$ cat src/rtl/muldiv_pkg.sv
// ============================================================================
// muldiv_pkg : shared op codes, FSM states and sizing helpers for muldiv_seq
// Rev 1.0
// ============================================================================
`default_nettype none

package muldiv_pkg;

    localparam int C_DEFAULT_WIDTH = 32;

    typedef enum logic [1:0] {
        OP_MULT  = 2'b00,
        OP_MULTU = 2'b01,
        OP_DIV   = 2'b10,
        OP_DIVU  = 2'b11
    } muldivOp_e;

    typedef enum logic [1:0] {
        ST_IDLE = 2'd0,
        ST_MUL  = 2'd1,
        ST_DIV  = 2'd2,
        ST_DONE = 2'd3
    } muldivState_e;

    // Iteration counter width: enough to count 0..width-1.
    function automatic int cntWidth(input int width);
        return (width > 1) ? $clog2(width) : 1;
    endfunction

endpackage

`default_nettype wire

$ cat src/rtl/muldiv_seq_div_iter.sv
// ============================================================================
// div_iter : one combinational restoring radix-2 division step
// Rev 1.0
// ============================================================================
`default_nettype none

module div_iter #(
    parameter int WIDTH = 32
) (
    input  logic [WIDTH:0]   i_rem,
    input  logic [WIDTH-1:0] i_quo,
    input  logic [WIDTH-1:0] i_divisor,
    output logic [WIDTH:0]   o_rem,
    output logic [WIDTH-1:0] o_quo
);

    logic [WIDTH+1:0] w_shifted;
    logic [WIDTH+1:0] w_diff;
    logic             w_fits;

    // Dividend bits stream out of the quotient register's MSB into the remainder.
    assign w_shifted = {i_rem, i_quo[WIDTH-1]};
    assign w_diff    = w_shifted - {2'b00, i_divisor};
    assign w_fits    = ~w_diff[WIDTH+1];

    assign o_rem = w_fits ? w_diff[WIDTH:0] : w_shifted[WIDTH:0];
    assign o_quo = {i_quo[WIDTH-2:0], w_fits};

endmodule

`default_nettype wire

$ cat src/rtl/muldiv_seq.sv
// ============================================================================
// muldiv_seq : multi-cycle MULT/MULTU/DIV/DIVU sequencer driving HILO writes
// Rev 1.0
// ============================================================================
`default_nettype none

module muldiv_seq
    import muldiv_pkg::*;
#(
    parameter int WIDTH = C_DEFAULT_WIDTH
) (
    input  logic             clk,
    input  logic             rst,
    input  logic             start,
    input  logic [1:0]       op,
    input  logic [WIDTH-1:0] a,
    input  logic [WIDTH-1:0] b,
    input  logic             cancel,
    output logic             stall,
    output logic             hilo_we,
    output logic [WIDTH-1:0] hi,
    output logic [WIDTH-1:0] lo
);

    localparam int CW = cntWidth(WIDTH);

    muldivState_e     r_state;
    muldivState_e     w_nextState;
    muldivOp_e        r_op;
    logic [WIDTH-1:0] r_a;
    logic [WIDTH-1:0] r_b;
    logic [WIDTH-1:0] r_quo;
    logic [WIDTH-1:0] r_divisor;
    logic [WIDTH:0]   r_rem;
    logic [CW-1:0]    r_cnt;
    logic             r_negQ;
    logic             r_negR;
    logic [WIDTH-1:0] r_hi;
    logic [WIDTH-1:0] r_lo;

    logic               w_accept;
    logic               w_signedDiv;
    logic               w_signedMul;
    logic               w_lastIter;
    logic [WIDTH-1:0]   w_absA;
    logic [WIDTH-1:0]   w_absB;
    logic [2*WIDTH-1:0] w_extA;
    logic [2*WIDTH-1:0] w_extB;
    logic [2*WIDTH-1:0] w_prod;
    logic [WIDTH:0]     w_nextRem;
    logic [WIDTH-1:0]   w_nextQuo;
    logic [WIDTH-1:0]   w_quoFix;
    logic [WIDTH-1:0]   w_remFix;

    assign w_accept    = start & ~cancel;
    assign w_signedDiv = (muldivOp_e'(op) == OP_DIV);
    assign w_absA      = (w_signedDiv && a[WIDTH-1]) ? -a : a;
    assign w_absB      = (w_signedDiv && b[WIDTH-1]) ? -b : b;
    assign w_lastIter  = (r_cnt == CW'(WIDTH - 1));

    // Sign-extending to 2*WIDTH makes the low 2*WIDTH product bits correct for both flavours.
    assign w_signedMul = (r_op == OP_MULT);
    assign w_extA      = {{WIDTH{w_signedMul & r_a[WIDTH-1]}}, r_a};
    assign w_extB      = {{WIDTH{w_signedMul & r_b[WIDTH-1]}}, r_b};
    assign w_prod      = w_extA * w_extB;

    div_iter #(
        .WIDTH (WIDTH)
    ) u_divIter (
        .i_rem     (r_rem),
        .i_quo     (r_quo),
        .i_divisor (r_divisor),
        .o_rem     (w_nextRem),
        .o_quo     (w_nextQuo)
    );

    assign w_quoFix = r_negQ ? -w_nextQuo : w_nextQuo;
    assign w_remFix = r_negR ? -w_nextRem[WIDTH-1:0] : w_nextRem[WIDTH-1:0];

    always_ff @(posedge clk or negedge rst) begin
        if (!rst) begin
            r_state <= ST_IDLE;
        end else begin
            r_state <= w_nextState;
        end
    end

    always_comb begin
        w_nextState = r_state;
        stall       = 1'b0;
        hilo_we     = 1'b0;
        case (r_state)
            ST_IDLE: begin
                if (w_accept) begin
                    stall       = 1'b1;
                    w_nextState = op[1] ? ST_DIV : ST_MUL;
                end
            end
            ST_MUL: begin
                stall       = 1'b1;
                w_nextState = ST_DONE;
            end
            ST_DIV: begin
                stall = 1'b1;
                if (w_lastIter) begin
                    w_nextState = ST_DONE;
                end
            end
            ST_DONE: begin
                hilo_we     = 1'b1;
                w_nextState = ST_IDLE;
            end
            default: w_nextState = ST_IDLE;
        endcase
        if (cancel) begin
            w_nextState = ST_IDLE;
            hilo_we     = 1'b0;
        end
        // Outputs must read zero while reset is held, even with start high.
        if (!rst) begin
            stall   = 1'b0;
            hilo_we = 1'b0;
        end
    end

    always_ff @(posedge clk or negedge rst) begin
        if (!rst) begin
            r_op      <= OP_MULT;
            r_a       <= '0;
            r_b       <= '0;
            r_quo     <= '0;
            r_divisor <= '0;
            r_rem     <= '0;
            r_cnt     <= '0;
            r_negQ    <= 1'b0;
            r_negR    <= 1'b0;
            r_hi      <= '0;
            r_lo      <= '0;
        end else begin
            case (r_state)
                ST_IDLE: begin
                    if (w_accept) begin
                        r_op      <= muldivOp_e'(op);
                        r_a       <= a;
                        r_b       <= b;
                        r_rem     <= '0;
                        r_quo     <= w_absA;
                        r_divisor <= w_absB;
                        r_negQ    <= w_signedDiv & (a[WIDTH-1] ^ b[WIDTH-1]);
                        r_negR    <= w_signedDiv & a[WIDTH-1];
                        r_cnt     <= '0;
                    end
                end
                ST_MUL: begin
                    {r_hi, r_lo} <= w_prod;
                end
                ST_DIV: begin
                    r_rem <= w_nextRem;
                    r_quo <= w_nextQuo;
                    r_cnt <= r_cnt + CW'(1);
                    if (w_lastIter) begin
                        // Divide by zero reports the raw dividend and an all-ones quotient.
                        if (r_divisor == '0) begin
                            r_hi <= r_a;
                            r_lo <= '1;
                        end else begin
                            r_hi <= w_remFix;
                            r_lo <= w_quoFix;
                        end
                    end
                end
                default: ;
            endcase
        end
    end

    assign hi = r_hi;
    assign lo = r_lo;

endmodule

`default_nettype wire

$ cat config.mk
export PLATFORM = sky130hd
export DESIGN_NAME = muldiv_seq
export DESIGN_NICKNAME = d
export VERILOG_FILES = /design/src/rtl/muldiv_pkg.sv /design/src/rtl/muldiv_seq_div_iter.sv /design/src/rtl/muldiv_seq.sv
export SDC_FILE = /design/constraint.sdc
export NUM_CORES = 2
export LEC_CHECK = 0
export ABC_AREA = 1
export CORE_MARGIN = 1.5
export CORE_UTILIZATION = 25
export CTS_BUF_LIST = sky130_fd_sc_hd__clkbuf_4 sky130_fd_sc_hd__clkbuf_8
export CTS_CLUSTER_DIAMETER = 50
export CTS_CLUSTER_SIZE = 10
export DETAILED_ROUTE_END_ITERATION = 10
export DONT_BUFFER_PORTS = 1
export HOLD_SLACK_MARGIN = 0.15
export SLEW_MARGIN = 20
export SYNTH_ARGS = -nofsm -noshare
export SYNTH_HDL_FRONTEND = slang
export SYNTH_SLANG_ARGS = --single-unit
$ cat constraint.sdc
create_clock -name clk -period 9.51 [get_ports clk]
set_input_delay 2.853 -clock clk [delete_from_list [all_inputs] [get_ports clk]]
set_output_delay 2.853 -clock clk [all_outputs]
set_load 0.05 [all_outputs]
; ---- Word level (Yosys, flattened, before mapping)
; Cells that the tools add are included.
[word_totals]
ff_bits = 236
in_bits = 70
output_inout_bits = 66
elab_cells = 76
[classes]
addsub = 6
n_mul = 1
eq_ne = 9
mux = 28
n_bitwise = 8
n_reduce_logical = 12
[op_table]
columns = operator, count
row1 = 32-bit 2-to-1 mux, 9
row2 = 32-bit case mux with 2 select lines, 3
row3 = 32-bit negator, 4
row4 = 33-bit 2-to-1 mux, 2
row5 = 33-bit case mux with 2 select lines, 1
row6 = 33-bit by 33-bit multiplier with 64-bit output, 1
row7 = 34-bit by 32-bit subtractor with 34-bit output, 1
row8 = 32-bit zero test, 1
row9 = 5-bit case mux with 2 select lines, 1
row10 = 2-bit 2-to-1 mux, 4
row11 = 2-bit case mux with 4 select lines, 1
row12 = 2-bit AND reduction, 4
row13 = 2-bit equality test (second input constant), 3
row14 = 3-bit != test (second input constant), 2
row15 = 5-bit by 1-bit adder with 5-bit output (second input constant), 1
row16 = 1-bit AND, 5
row17 = 5-bit equality test (second input constant), 1
row18 = 1-bit 2-to-1 mux, 5
row19 = 5-bit 2-to-1 mux, 1
row20 = 2-bit zero test, 2
row21 = 2-bit != test (second input constant), 2
row22 = 2-bit nonzero test, 2
row23 = 2-bit by 1-bit equality test with 1-bit output (second input constant), 1
row24 = 1-bit logical AND, 2
row25 = other kinds (4), 5

; ---- Depth between registers and ports, before layout
[depth]
word_depth = 7
mapped_depth = 35
depth_no_buf = 33

; ---- By module
; A second synthesis with hierarchy kept.
[unflattened]
hier_cells = 7632
area_unflattened_um2 = 56641.8
[modules_own_cells]
columns = mod, instances, cells_each, area_each_um2, seq_area_each_um2
row1 = muldiv_seq, 1, 6879, 52957.0, 5880.6
row2 = div_iter, 1, 753, 3684.8, 0.0

; ---- Worst setup path after synthesis
; No wires, ideal clock.
[synth_path]
path_kind = flip-flop to flip-flop
start = reg r_op[1]
end = reg r_hi[31], in the netlist hi[31]
setup_ps = 118
arrival_ps = 7612
required_ps = 9392
slack_ps = 1779
stages_incl_launch_ff = 30
path_buffers = 2
period_less_slack_ps = 7731
cell_sequence = dfrtp_1 nor2_1 inv_1 clkbuf_1 clkbuf_1 nor2_1 fa_1 inv_1 fa_1 inv_1 fa_1 inv_1 fa_1 fa_1 fa_1 fa_1 fa_1 inv_1 ha_1 nand2_1 o21ai_0 a21oi_1 o311a_1 o21ai_0 a21oi_1 or2_2 nand3_1 nand2_1 a21oi_1 nor2_1
[synth_via]
elab_chain_len = 4
elab_cells_between_ends = 5
classes_between = mul: 1 / mux: 1 / bitwise: 2 / reduce/logical: 1
[synth_rtl]
columns = item, line
row1 = from (decl), muldiv_seq.sv:29  ; muldivOp_e r_op;
row2 = from (signal assigned), muldiv_seq.sv:143  ; r_op <= muldivOp_e'(op);
row3 = 2-bit zero test *, muldiv_seq.sv:62  ; assign w_signedMul = (r_op == OP_MULT);
row4 = 1-bit AND (on tied branches), "muldiv_seq.sv:63, muldiv_seq.sv:64"
row5 = 33-bit by 33-bit multiplier with 64-bit output *, muldiv_seq.sv:65  ; assign w_prod = w_extA * w_extB;
row6 = 32-bit case mux with 2 select lines *, muldiv_seq.sv:140  ; case (r_state)
row7 = to (signal assigned), muldiv_seq.sv:155  ; {r_hi, r_lo} <= w_prod;
row8 = to (signal assigned), muldiv_seq.sv:164  ; r_hi <= r_a;
row9 = to (signal assigned), muldiv_seq.sv:167  ; r_hi <= w_remFix;
row10 = to (decl), muldiv_seq.sv:38  ; logic [WIDTH-1:0] r_hi;
; Every way passes the cells marked *; elsewhere a longest branch is shown, timed or not.
; A chain may end at the register's enable or synchronous reset.

; ---- Worst setup path after layout
[layout_path]
start = reg r_b[0]
end = reg r_hi[28], in the netlist hi[28]
[layout_via]
elab_chain_len = 2
[layout_rtl]
columns = item, line
row1 = from (decl), muldiv_seq.sv:31  ; logic [WIDTH-1:0] r_b;
row2 = from (signal assigned), muldiv_seq.sv:130  ; r_b <= '0;
row3 = from (signal assigned), muldiv_seq.sv:145  ; r_b <= b;
row4 = 33-bit by 33-bit multiplier with 64-bit output, muldiv_seq.sv:65
row5 = 32-bit case mux with 2 select lines, muldiv_seq.sv:140
; No other way between the ends.

==> results.md <==
- Height of the die: 472 µm
- Global router's overall resource usage: a little under a fifth
- H-tree depth reported by CTS: 2
- Count of buffers from port buffering: 0
- Hold Crit Endpoint: r_op[0]
- Critical hold path startpoint: r_op[0]
- Fraction of final layout cells sized beyond drive strength 1: 4.74%
- Setup slack, reg-to-reg: 0.51 ns
- Setup skew after layout: 0.0819 ns
- Post-synthesis instance area: between 50000 and 60000 µm²
- DR WL/cell: between 20 and 25 µm
- Largest stage delay on the critical path: 0.74 ns
- Classification of the worst-slack hold path: reg -> reg
- Antenna-violating nets left: 0
- Flip-flop and latch count after synthesis: 235
- Library cell occupying the most area in the post-synthesis netlist: sky130_fd_sc_hd__fa_1
- Row count: 171
- Status: completed
- CTS tree: built
- Final number of max-transition violations: 0
- X dimension of the die: 472 µm
- Post-Synthesis Net Count: 8577
- Fill cells: 23500
- Actual transition at the worst max-transition pin: 1.14 ns
- Cell mode on critical path: sky130_fd_sc_hd__fa_1
- Total Wirelength: around 200000 µm
- Async set or reset register ratio after synthesis: 100%
- Vias in the first global route: 48600
- Required time reported for the critical path endpoint: 10.07 ns
- Launching element type of the critical path: flop
- Total of max-cap violations: 0
- Final hold violations: 0
- Proportion of synthesized chip area in sequential cells: 10.7%
- Weighted congestion at the end of routability-driven global placement: 0.951
- Clock insertion delay at the later pin of the skew report: around 0.7 ns
- Most common library cell in the layout ignoring fill and taps: sky130_fd_sc_hd__nand2_1
- Via count normalized by instance count: 4.69
- Area grow syn2layout: 8.23%
- Top FF cell, synth: sky130_fd_sc_hd__dfrtp_1
- FMAX: 111 MHz
- Maximum fanout along the worst path: 10
- Violation count after the first detailed-routing iteration: 4149
- CTS resizes: 0
- Global-route congestion overflow total: 0
- Count of cells along the worst hold path: 2
- Count of boundary I/O pins: 136
- Arrival time of data at the critical path endpoint: 9.56 ns
- Root buffer selected by CTS: sky130_fd_sc_hd__clkbuf_8
- Worst r2r src: r_b[0]
- Total clock buffers created by CTS: 44
- Number of iterations in the first detailed-routing pass: 7
- Hold buffer count at CTS: 0
- Leading cell types in the layout, fill and taps excluded: sky130_fd_sc_hd__nand2_1, sky130_fd_sc_hd__inv_1, sky130_fd_sc_hd__fa_1, sky130_fd_sc_hd__nor2_1, sky130_fd_sc_hd__ha_1
- Biggest area contributors in the synthesized netlist: sky130_fd_sc_hd__fa_1, sky130_fd_sc_hd__nand2_1, sky130_fd_sc_hd__inv_1
- Clk slew on worst S/H paths: 0.08 ns
- Finish-stage setup viols: 0
- Total Neg Setup Slack: 0 ns
- NumNets Final: 8405
- Critical path capture point type: flop
- Post-synth top area share: 41.1%
- Number of distinct standard cells referenced by the synthesized netlist: just under 60
- DRC violations left: 0
- Pin count of the biggest net entering global routing: 238
- Gate Count Post-Synth: 7126
- Global-route wire length before repair: 307000 µm
- Endpoint of the most critical register-to-register path: hi[28]
- HPWL Detailed: around 170000 µm
- Time the worst path needs with I/O delays and setup: 9.00 ns
- Worst Reg-to-Reg Cells: 30
- CP max stage cell: sky130_fd_sc_hd__dfrtp_1
- Max-Slew Margin vs Limit: 23.9%
- Maximum clock path buffer count: 3
- Die Outline Area: 222000 µm²
- WS Path Type: reg -> reg
- Share of the clock period used by the worst path after layout: 94.7%
- Initial antenna violation count: 10
- Initial Utilization: about a quarter
- Per-instance average area after synthesis: around 7.7 µm²
- Core footprint: 218000 µm²
- Unrepaired setup endpoints after global routing: false
- Clock net sink count: 235
- Via count: 46100
- Post-CTS Setup Bufs: 0
- YS warnings: 0
- Number of enable flip-flop cells after synthesis: 0
cells in the mapped netlist, types with 13 or more instances:
cell type,count
sky130_fd_sc_hd__a21o_1,13
sky130_fd_sc_hd__a21oi_1,217
sky130_fd_sc_hd__a31oi_1,57
sky130_fd_sc_hd__buf_1,20
sky130_fd_sc_hd__clkbuf_1,328
sky130_fd_sc_hd__dfrtp_1,235
sky130_fd_sc_hd__fa_1,1126
sky130_fd_sc_hd__ha_1,255
sky130_fd_sc_hd__inv_1,1829
sky130_fd_sc_hd__nand2_1,1833
sky130_fd_sc_hd__nand2_2,38
sky130_fd_sc_hd__nand3_1,159
sky130_fd_sc_hd__nand4_1,31
sky130_fd_sc_hd__nor2_1,380
sky130_fd_sc_hd__nor2_2,13
sky130_fd_sc_hd__nor3_1,45
sky130_fd_sc_hd__nor4_1,22
sky130_fd_sc_hd__o211ai_1,26
sky130_fd_sc_hd__o21ai_0,202
sky130_fd_sc_hd__o21bai_1,18
sky130_fd_sc_hd__o221ai_1,44
sky130_fd_sc_hd__o22ai_1,35
sky130_fd_sc_hd__xnor2_1,42
sky130_fd_sc_hd__xor2_1,51
critical path: cells and delay by family, from the launching register on:
| family | cells | cell delay, ns |
|---|---|---|
| adders and majority gates | 9 | 4.80 |
| DFF | 1 | 0.74 |
| AOI/OAI and AO/OA | 7 | 1.26 |
| and+or+nand+nor | 8 | 1.36 |
| buffers and inverters | 6 | 0.70 |
metrics by stage:
stage	utilization [%]	std cells	cell area (µm²)	hold slack, ns	worst slack, ns
floorplan	-	7126	54900	0.450	1.78
global placement	26.8	9762	58400	0.473	0.639
detailed placement	26.8	9762	58400	0.469	0.728
CTS	27.3	9842	59400	0.484	0.666
global route	27.3	9844	59400	0.497	0.140
finish	27.3	9844	59400	0.484	0.509
layer usage:
metal	track usage, %	vias to the layer above	part of all wire, %
met4	10.2	6	6.8
met5	0	-	0.018
li1	-	20500	-
met2	29.2	1962	45
met3	3.07	394	8.0
met1	23.2	23300	40
sequential cells by signal, summed over array words and instances (netlist names):
register   cells
r_divisor     31
r_op           2
r_negR         1
lo            32
r_quo         32
r_cnt          5
r_negQ         1
r_b           32
r_a           32
r_rem         33
r_state        2
hi            32
cell type report:
class	count	area, µm²	share of cell area (%)
flip-flops and latches	235	5890	9.92
repair buffers	138	1270	2.14
clock buffers	54	706	1.19
inverters	1840	6910	11.6
well taps	2854	3570	6.01
multi-input cells	4695	40800	68.6
clock inverters	26	283	0.476
diodes	2	5.00	0.00843
cells by family (layout without fill, tap and decap cells):
kind of cell | after synthesis | in the layout | synth area share (%)
AOI/OAI and AO/OA | 662 | 662 | 7.07
xor gates and xnor gates | 93 | 93 | 1.48
adders and majority gates | 1381 | 1381 | 46.9
buffers and inverters | 2196 | 2058 | 15.1
DFF | 235 | 235 | 10.7
other | 0 | 2 | 0
and+or+nand+nor | 2559 | 2559 | 18.8
worst max-delay path by stage:
| stage | end | slack (ns) | cells after the start | startpoint |
|---|---|---|---|---|
| after floorplan | hi[31] | 1.78 | 29 | r_op[1] |
| after global placement | hi[28] | 0.64 | 31 | r_op[1] |
| after detailed placement | hi[28] | 0.73 | 31 | r_op[1] |
| after CTS | hi[18] | 0.67 | 30 | r_b[10] |
| after global routing | hi[28] | 0.14 | 31 | r_op[1] |
| final | hi[28] | 0.51 | 30 | r_b[0] |
Power is left out: the tool's default activity adds up to more than one toggle a clock period on the data nets, which glitch-free logic cannot reach.
